**src/rtl/table_fsm_pkg.sv**
```systemverilog
// Shared sizing helpers and cfg_rule field offsets for the table-driven FSM engine.
// Rule layout, MSB first: {en, st_any, st, mask, val, nxt, out}.
package table_fsm_pkg;

    localparam int MISS_CNT_W = 16;

    function automatic int calc_sw(input int n_states);
        return (n_states > 2) ? $clog2(n_states) : 1;
    endfunction

    function automatic int calc_rw(input int n_rules);
        return (n_rules > 2) ? $clog2(n_rules) : 1;
    endfunction

    function automatic int calc_rule_w(input int sw, input int in_w, input int out_w);
        return 2 + 2 * sw + 2 * in_w + out_w;
    endfunction

    function automatic int off_out();
        return 0;
    endfunction

    function automatic int off_nxt(input int out_w);
        return out_w;
    endfunction

    function automatic int off_val(input int sw, input int out_w);
        return out_w + sw;
    endfunction

    function automatic int off_mask(input int sw, input int in_w, input int out_w);
        return out_w + sw + in_w;
    endfunction

    function automatic int off_st(input int sw, input int in_w, input int out_w);
        return out_w + sw + 2 * in_w;
    endfunction

    function automatic int off_st_any(input int sw, input int in_w, input int out_w);
        return out_w + 2 * sw + 2 * in_w;
    endfunction

    function automatic int off_en(input int sw, input int in_w, input int out_w);
        return out_w + 2 * sw + 2 * in_w + 1;
    endfunction

endpackage

```
**src/rtl/table_fsm_match.sv**
```systemverilog
// Combinational rule matcher: evaluates every rule against (cur_state, in_sym)
// and picks the lowest matching index with a balanced priority tree.
module table_fsm_match
    import table_fsm_pkg::*;
#(
    parameter int N_RULES = 16,
    parameter int SW      = 3,
    parameter int IN_W    = 2,
    parameter int OUT_W   = 2
) (
    input  logic [N_RULES-1:0][calc_rule_w(SW, IN_W, OUT_W)-1:0] rules,
    input  logic [SW-1:0]                                        cur_state,
    input  logic [IN_W-1:0]                                      in_sym,
    output logic                                                 hit,
    output logic [calc_rw(N_RULES)-1:0]                          hit_idx,
    output logic [SW-1:0]                                        nxt,
    output logic [OUT_W-1:0]                                     out
);

    localparam int RULE_W  = calc_rule_w(SW, IN_W, OUT_W);
    localparam int RW      = calc_rw(N_RULES);
    localparam int NP      = 1 << RW;
    localparam int O_OUT   = off_out();
    localparam int O_NXT   = off_nxt(OUT_W);
    localparam int O_VAL   = off_val(SW, OUT_W);
    localparam int O_MASK  = off_mask(SW, IN_W, OUT_W);
    localparam int O_ST    = off_st(SW, IN_W, OUT_W);
    localparam int O_ANY   = off_st_any(SW, IN_W, OUT_W);
    localparam int O_EN    = off_en(SW, IN_W, OUT_W);

    // Heap-ordered tree: node n has children 2n and 2n+1, leaves start at NP.
    logic          node_hit [2*NP];
    logic [RW-1:0] node_idx [2*NP];
    logic [RULE_W-1:0] r;
    logic [IN_W-1:0]   r_mask;

    always_comb begin
        r      = '0;
        r_mask = '0;
        for (int n = 0; n < 2 * NP; n++) begin
            node_hit[n] = 1'b0;
            node_idx[n] = '0;
        end
        for (int i = 0; i < NP; i++) begin
            node_idx[NP + i] = RW'(i);
        end
        for (int i = 0; i < N_RULES; i++) begin
            r      = rules[i];
            r_mask = r[O_MASK +: IN_W];
            node_hit[NP + i] = r[O_EN]
                && (r[O_ANY] || (r[O_ST +: SW] == cur_state))
                && ((in_sym & r_mask) == (r[O_VAL +: IN_W] & r_mask));
        end
        // Left child covers lower indices, so it wins whenever it hits.
        for (int n = NP - 1; n >= 1; n--) begin
            node_hit[n] = node_hit[2*n] | node_hit[2*n + 1];
            node_idx[n] = node_hit[2*n] ? node_idx[2*n] : node_idx[2*n + 1];
        end
        hit     = node_hit[1];
        hit_idx = node_idx[1];
    end

    always_comb begin
        nxt = '0;
        out = '0;
        if (hit) begin
            nxt = rules[hit_idx][O_NXT +: SW];
            out = rules[hit_idx][O_OUT +: OUT_W];
        end
    end

endmodule

```
**src/rtl/table_fsm_engine.sv**
```systemverilog
// Table-driven Mealy FSM engine: rule table, state register, config checks,
// registered output stage with full-rate valid/ready and a saturating miss counter.
module table_fsm_engine
    import table_fsm_pkg::*;
#(
    parameter int N_STATES    = 7,
    parameter int IN_W        = 2,
    parameter int OUT_W       = 2,
    parameter int N_RULES     = 16,
    parameter int RESET_STATE = 0,
    parameter int DEFAULT_OUT = 0
) (
    input  logic                                                        clk,
    input  logic                                                        rst_n,
    input  logic                                                        run,
    input  logic                                                        restart,
    input  logic                                                        cfg_we,
    input  logic [calc_rw(N_RULES)-1:0]                                 cfg_idx,
    input  logic [calc_rule_w(calc_sw(N_STATES), IN_W, OUT_W)-1:0]      cfg_rule,
    output logic                                                        cfg_err,
    input  logic                                                        in_valid,
    output logic                                                        in_ready,
    input  logic [IN_W-1:0]                                             in_sym,
    output logic                                                        out_valid,
    input  logic                                                        out_ready,
    output logic [OUT_W-1:0]                                            out_sym,
    output logic [calc_sw(N_STATES)-1:0]                                out_state,
    output logic                                                        out_miss,
    output logic [MISS_CNT_W-1:0]                                       miss_cnt
);

    localparam int SW     = calc_sw(N_STATES);
    localparam int RW     = calc_rw(N_RULES);
    localparam int RULE_W = calc_rule_w(SW, IN_W, OUT_W);
    localparam int O_NXT  = off_nxt(OUT_W);
    localparam int O_ST   = off_st(SW, IN_W, OUT_W);
    localparam int O_EN   = off_en(SW, IN_W, OUT_W);

    localparam logic [SW-1:0]         RST_ST  = SW'(RESET_STATE);
    localparam logic [OUT_W-1:0]      DEF_OUT = OUT_W'(DEFAULT_OUT);
    localparam logic [MISS_CNT_W-1:0] CNT_MAX = '1;

    logic [N_RULES-1:0][RULE_W-1:0] rule_tbl;
    logic [SW-1:0]                  cur_state;

    logic              m_hit;
    logic [RW-1:0]     m_idx;
    logic [SW-1:0]     m_nxt;
    logic [OUT_W-1:0]  m_out;

    logic          accept;
    logic          cfg_ok;
    logic          cfg_en;
    logic [SW-1:0] cfg_st;
    logic [SW-1:0] cfg_nxt;

    // Handshake: a symbol moves when in_valid && in_ready; an output moves when
    // out_valid && out_ready. The output slot frees in the same cycle it pops,
    // so accept and pop can overlap for one symbol per cycle.
    assign in_ready = run && !restart && (!out_valid || out_ready);
    assign accept   = in_valid && in_ready;

    table_fsm_match #(
        .N_RULES (N_RULES),
        .SW      (SW),
        .IN_W    (IN_W),
        .OUT_W   (OUT_W)
    ) u_match (
        .rules     (rule_tbl),
        .cur_state (cur_state),
        .in_sym    (in_sym),
        .hit       (m_hit),
        .hit_idx   (m_idx),
        .nxt       (m_nxt),
        .out       (m_out)
    );

    // Disabled entries never win, so the winner must have its enable set.
    hit_is_enabled: assert property (@(posedge clk) disable iff (!rst_n)
        !m_hit || rule_tbl[m_idx][O_EN]);

    // State fields of a disabled rule are don't-care and not range checked.
    always_comb begin
        cfg_en  = cfg_rule[O_EN];
        cfg_st  = cfg_rule[O_ST +: SW];
        cfg_nxt = cfg_rule[O_NXT +: SW];
        cfg_ok  = !run
            && (32'(cfg_idx) < N_RULES)
            && (!cfg_en || ((32'(cfg_st) < N_STATES) && (32'(cfg_nxt) < N_STATES)));
    end

    always_ff @(posedge clk or negedge rst_n) begin
        if (!rst_n) begin
            rule_tbl <= '0;
            cfg_err  <= 1'b0;
        end else begin
            cfg_err <= cfg_we && !cfg_ok;
            if (cfg_we && cfg_ok) begin
                rule_tbl[cfg_idx] <= cfg_rule;
            end
        end
    end

    always_ff @(posedge clk or negedge rst_n) begin
        if (!rst_n) begin
            cur_state <= RST_ST;
        end else if (restart) begin
            cur_state <= RST_ST;
        end else if (accept && m_hit) begin
            cur_state <= m_nxt;
        end
    end

    // Data fields only change on accept; a plain pop leaves them as they were.
    always_ff @(posedge clk or negedge rst_n) begin
        if (!rst_n) begin
            out_valid <= 1'b0;
            out_sym   <= '0;
            out_state <= RST_ST;
            out_miss  <= 1'b0;
        end else if (restart) begin
            out_valid <= 1'b0;
        end else if (accept) begin
            out_valid <= 1'b1;
            if (m_hit) begin
                out_sym   <= m_out;
                out_state <= m_nxt;
                out_miss  <= 1'b0;
            end else begin
                out_sym   <= DEF_OUT;
                out_state <= cur_state;
                out_miss  <= 1'b1;
            end
        end else if (out_ready) begin
            out_valid <= 1'b0;
        end
    end

    always_ff @(posedge clk or negedge rst_n) begin
        if (!rst_n) begin
            miss_cnt <= '0;
        end else if (accept && !m_hit && (miss_cnt != CNT_MAX)) begin
            miss_cnt <= miss_cnt + 1'b1;
        end
    end

endmodule

```
**config.mk**
```make
export PLATFORM = sky130hd
export DESIGN_NAME = table_fsm_engine
export DESIGN_NICKNAME = d
export VERILOG_FILES = /design/src/rtl/table_fsm_pkg.sv /design/src/rtl/table_fsm_match.sv /design/src/rtl/table_fsm_engine.sv
export SDC_FILE = /design/constraint.sdc
export NUM_CORES = 1
export LEC_CHECK = 0
export ABC_AREA = 1
export CAP_MARGIN = 20
export CELL_PAD_IN_SITES_DETAIL_PLACEMENT = 2
export CELL_PAD_IN_SITES_GLOBAL_PLACEMENT = 2
export CORE_ASPECT_RATIO = 1.4
export CORE_MARGIN = 1
export CORE_UTILIZATION = 38
export CTS_BUF_LIST = sky130_fd_sc_hd__clkbuf_8
export DETAILED_ROUTE_END_ITERATION = 12
export PLACE_DENSITY_LB_ADDON = 0.1
export SLEW_MARGIN = 20
export SYNTH_ARGS = -nofsm -noshare
export SYNTH_HDL_FRONTEND = slang
export SYNTH_SLANG_ARGS = --single-unit
export TNS_END_PERCENT = 30
```
**constraint.sdc**
```tcl
create_clock -name clk -period 2.61 [get_ports clk]
set_clock_uncertainty 0.1 [all_clocks]
set_input_delay 0.522 -clock clk [delete_from_list [all_inputs] [get_ports clk]]
set_output_delay 0.522 -clock clk [all_outputs]
set_load 0.05 [all_outputs]
```
==> results of run 1 <==
## layout by cell type (no fill, tap or decap), types with 3 or more instances in the layout
cell type and instances:
sky130_fd_sc_hd__a21boi_0 4, sky130_fd_sc_hd__a21oi_2 3, sky130_fd_sc_hd__buf_12 33, sky130_fd_sc_hd__buf_16 4, sky130_fd_sc_hd__buf_4 73, sky130_fd_sc_hd__buf_6 13
sky130_fd_sc_hd__buf_8 3, sky130_fd_sc_hd__clkbuf_16 4, sky130_fd_sc_hd__clkbuf_8 58, sky130_fd_sc_hd__clkdlybuf4s50_1 47, sky130_fd_sc_hd__clkinv_2 9, sky130_fd_sc_hd__dfrtp_1 248
sky130_fd_sc_hd__dfrtp_2 3, sky130_fd_sc_hd__inv_1 134, sky130_fd_sc_hd__inv_4 4, sky130_fd_sc_hd__nand2_1 435, sky130_fd_sc_hd__nand2_2 52, sky130_fd_sc_hd__nand2_4 11
sky130_fd_sc_hd__nand3_1 76, sky130_fd_sc_hd__nand3_2 49, sky130_fd_sc_hd__nand3b_1 17, sky130_fd_sc_hd__nand4_1 7, sky130_fd_sc_hd__nor2_1 64, sky130_fd_sc_hd__nor2_2 6
sky130_fd_sc_hd__nor2_4 6, sky130_fd_sc_hd__nor4_1 3, sky130_fd_sc_hd__o21ai_0 242, sky130_fd_sc_hd__o21ai_1 4, sky130_fd_sc_hd__o21ai_2 4, sky130_fd_sc_hd__xnor2_1 23
sky130_fd_sc_hd__xnor2_2 7, sky130_fd_sc_hd__xnor2_4 3, sky130_fd_sc_hd__xor2_1 10
## per-stage QoR
stage / power, mW / setup WS, ps / utilization (%)
CTS: 17.77 / -114.5 / 49.26
global placement: 12.16 / -750.7 / 44.51
detailed placement: 12.46 / -873.9 / 44.51
global route: 21.34 / -671.7 / 51.28
finish: 20.76 / -629.8 / 51.28
floorplan: 9.564 / 187.7 / -
## cells by family after synthesis
family	share of synthesized area (%)
fa+ha+maj	0.1035
simple gates	25.65
xor+xnor	3.179
flops	51.99
buf+inv	7.746
compound gates	11.33
## worst register-to-register path: stages (launching register included)
cell                       delay (ps)
sky130_fd_sc_hd__dfrtp_2          470
sky130_fd_sc_hd__buf_12           150
sky130_fd_sc_hd__buf_16           150
sky130_fd_sc_hd__buf_4            150
sky130_fd_sc_hd__nand2_1           90
sky130_fd_sc_hd__nand4_1          190
sky130_fd_sc_hd__o21bai_1         680
sky130_fd_sc_hd__a211oi_4         200
sky130_fd_sc_hd__buf_4            200
sky130_fd_sc_hd__buf_4            130
sky130_fd_sc_hd__a31oi_1          140
sky130_fd_sc_hd__buf_4            190
sky130_fd_sc_hd__buf_4            150
sky130_fd_sc_hd__nand2_2           70
sky130_fd_sc_hd__nand2_1          100
## layer usage
layer,GRT usage [%],vias up,part of all wire (%),wire (um)
met1,34.90,6365,36,22450
met2,58.49,532,51,31970
met4,20.03,0,7.8,4876
met3,4.161,283,4.6,2889
met5,0,-,0,0
li1,-,5130,-,-
## final timing paths
path | endpoint | slack, ps
max | out_state[1]$_DFFE_PN0P_ | -630
min | rule_tbl[138]$_DFFE_PN0P_ | 340
max reg2reg | out_state[1]$_DFFE_PN0P_ | -630
min reg2reg | rule_tbl[14]$_DFFE_PN0P_ | 380
max in group asynchronous | miss_cnt[8]$_DFFE_PN0P_ | 1280
min in group clk | rule_tbl[14]$_DFFE_PN0P_ | 380
## flip-flops by register name, summed over array words and instances (netlist names)
| name | count |
|---|---|
| cfg_err | 1 |
| cur_state | 3 |
| miss_cnt | 16 |
| out_miss | 1 |
| out_state | 3 |
| out_sym | 2 |
| out_valid | 1 |
| rule_tbl | 224 |
## where the power goes
| part | leakage [nW] | switching [mW] | internal, mW |
|---|---|---|---|
| Clock | 0.500 | 1.92 | 2.08 |
| Sequential | 3.27 | 0.765 | 4.64 |
| Combinational | 3.82 | 6.82 | 4.52 |
## timing repair
item,4_1_cts,5_1_grt
buffers inserted,15,5
endpoints found under the hold margin,44,0
cloned,7,5
hold buffers,1,0
setup endpoints to repair,24,24
resized for setup,74,121
pin swaps,26,51
## final cells by class
type / count / share of cell area, %
clock buffer: 58 / 5.021
clock inverter: 18 / 0.7005
multi-input combinational: 1047 / 34.67
inverter: 136 / 3.361
timing repair buffer: 182 / 13.65
sequential: 251 / 39.53
tap: 390 / 3.069
==> summary.md, run 1 <==
| Metric | Value |
|---|---|
| Critical Path Sink Type | `register` |
| Max Root-Sink Buffers | `3` |
| VDD IR-drop max | `0.6556 mV` |
| Worst Path Required | `3050 ps` |
| Syn. warnings | `0` |
| Count of mapped cells out of synthesis | `between 1,500 and 2,000` |
| Aggregate routed wire length | `62,190 um` |
| Post-synthesis register bit count | `251` |
| CP Cell Sequence | `buf_12, buf_16, buf_4, nand2_1, nand4_1, o21bai_1, a211oi_4, buf_4, buf_4, a31oi_1, buf_4, buf_4, nand2_2, nand2_1` |
| Number of H-tree branching levels | `2` |
| Cell accounting for the most synthesized area | `sky130_fd_sc_hd__dfrtp_1` |
| CTS clk-pin slew, worst paths | `80 ps` |
| Main area contributors after synthesis | `sky130_fd_sc_hd__dfrtp_1 52%, sky130_fd_sc_hd__nand2_1 15%, sky130_fd_sc_hd__o21ai_0 10%, sky130_fd_sc_hd__nand3_1 5.2%, sky130_fd_sc_hd__inv_1 4.0%` |
| Outcome | `finished, violations left` |
| CP Launch Point | `cur_state[1]$_DFFE_PN0P_` |
| Area of all sequential standard cells | `approximately 6300 um^2` |
| Worst-skew pair later-pin latency | `630 ps` |
| Fillers | `3,290` |
| Crit path launch type | `register` |
| Vertical extent of the die | `213.0 um` |
| Final weighted congestion in routability-driven placement | `slightly above 0.8` |
| Buffers added on ports | `51` |
| Via/cell ratio | `5.913` |
| Power Dens Cells | `1306 nW/um^2` |
| Library cell with the highest instance count after synthesis | `sky130_fd_sc_hd__nand2_1` |
| Layout Cell Area excl Fill | `15,900 um^2` |
| Clk Tree Root Cell | `sky130_fd_sc_hd__clkbuf_8` |
| Global-route wire length before repair | `77,710 um` |
| RSZ-0062 raised after global routing | `yes` |
| Delay-heaviest family, CP | `buffers and inverters` |
| Area grow syn2layout | `31.59%` |
| Antenna-violating nets left | `0` |
| GRT Resource Usage Total | `31.87%` |
| Most repeated library cell on the critical path | `sky130_fd_sc_hd__buf_4` |
| Number of buffer and inverter instances along the worst setup path | `7` |
| Leakage dissipation | `7.584 nW` |
| Maximum frequency from static timing analysis | `between 300 and 400 MHz` |
| Number of iterations in the first detailed-routing pass | `12` |
| Synth Area per Inst | `7.975 um^2` |
| Count of standard-cell rows | `between 70 and 80` |
| Syn nets | `1,543` |
| Residual DRC count | `2` |
| Instance count on the critical path | `14` |
| Post-synth top flop | `sky130_fd_sc_hd__dfrtp_1` |
| Clock tree from TritonCTS | `done` |
| Synth top cells by count | `489 x sky130_fd_sc_hd__nand2_1, 251 x sky130_fd_sc_hd__dfrtp_1, 246 x sky130_fd_sc_hd__o21ai_0` |
| Total die area | `32,520 um^2` |
| Number of standard cells in the layout, taps in and fillers out | `2,082` |
| Hold violation count in the final report | `0` |
| Largest fanout of any net on the critical path | `6` |
| Crit Path Class | `reg -> reg` |
| Number of clock sinks | `251` |
| Area of combinational cells with multiple inputs | `between 5000 and 6000 um^2` |
| Minimum period implied by the final worst setup slack | `3240 ps` |
| Total congestion overflow after global routing | `0` |
| Number of buffers added by the clock tree synthesis step | `44` |
| Combined area of all synthesized cells | `12,080 um^2` |
| Placement Cell Area | `13,800 um^2` |
| Max-cap violation count | `0` |
| Synth async-reset ratio | `100.0%` |
| Worst reg2reg startpoint | `cur_state[1]$_DFFE_PN0P_` |
| Number of nets at the end of the flow | `roughly 1,700` |
| I/O pins | `52` |
| Transition time of the tightest slew-check pin | `782.5 ps` |
| Worst Setup Slack, final | `-629.8 ps` |
| Average wire per cell in the routed design | `29.87 um` |
| Worst slew margin | `47.73%` |
| Largest net degree at the start of global routing | `59` |
| Kind of path behind the tightest hold check | `in -> async` |
| Starting density of the core | `38.97%` |
| Number of global-route vias before repair | `13,229` |
| Slowest cell on crit path | `sky130_fd_sc_hd__o21bai_1` |
| Final count of negative-setup-slack endpoints | `26` |
| Worst stage delay on the critical path | `680 ps` |
| Chip Width | `152.7 um` |
| Half-perimeter wire length after detailed placement | `between 20,000 and 30,000 um` |
| Number of antenna cells inserted | `0` |
| Area fraction of the dominant cell type after synthesis | `51.99%` |
| Count of cells along the worst register-to-register path | `14` |
| Post-synth cell types | `38` |
| Post-synthesis sequential area ratio | `51.99%` |
| Final cycle utilization of the critical path | `124.1%` |
| Total via count after detailed routing | `between 10,000 and 15,000` |
| Final TNS setup | `-9882 ps` |
| Worst hold slack across all endpoints | `343.0 ps` |
| Number of antenna violations at the first check in global routing | `0` |
| Violation count after the first detailed-route iteration | `732` |
| Total placed cells including tap cells | `between 1,500 and 2,000` |
| Fin. max-slew vios | `0` |
| Standard cell core area | `31,000 um^2` |
| Arrival time of the worst setup path | `3680 ps` |
| Layout cell share with drive strength beyond 1 | `between 20% and 30%` |
| Failing checks | `DRC, setup timing` |
| Number of enable flip-flop cells after synthesis | `0` |
Note: power is estimated with default switching activity, not from simulation.
==> inputs of run 2 (changes only) <==
CORE_MARGIN = not set   (was 1)
==> results of run 2 <==
The final DEF is identical to that of run 1; final timing and power are the same.
==> inputs of run 3 (changes only) <==
SLEW_MARGIN = not set   (was 20)
==> results of run 3 <==
The final DEF is identical to that of run 1; final timing and power are the same.
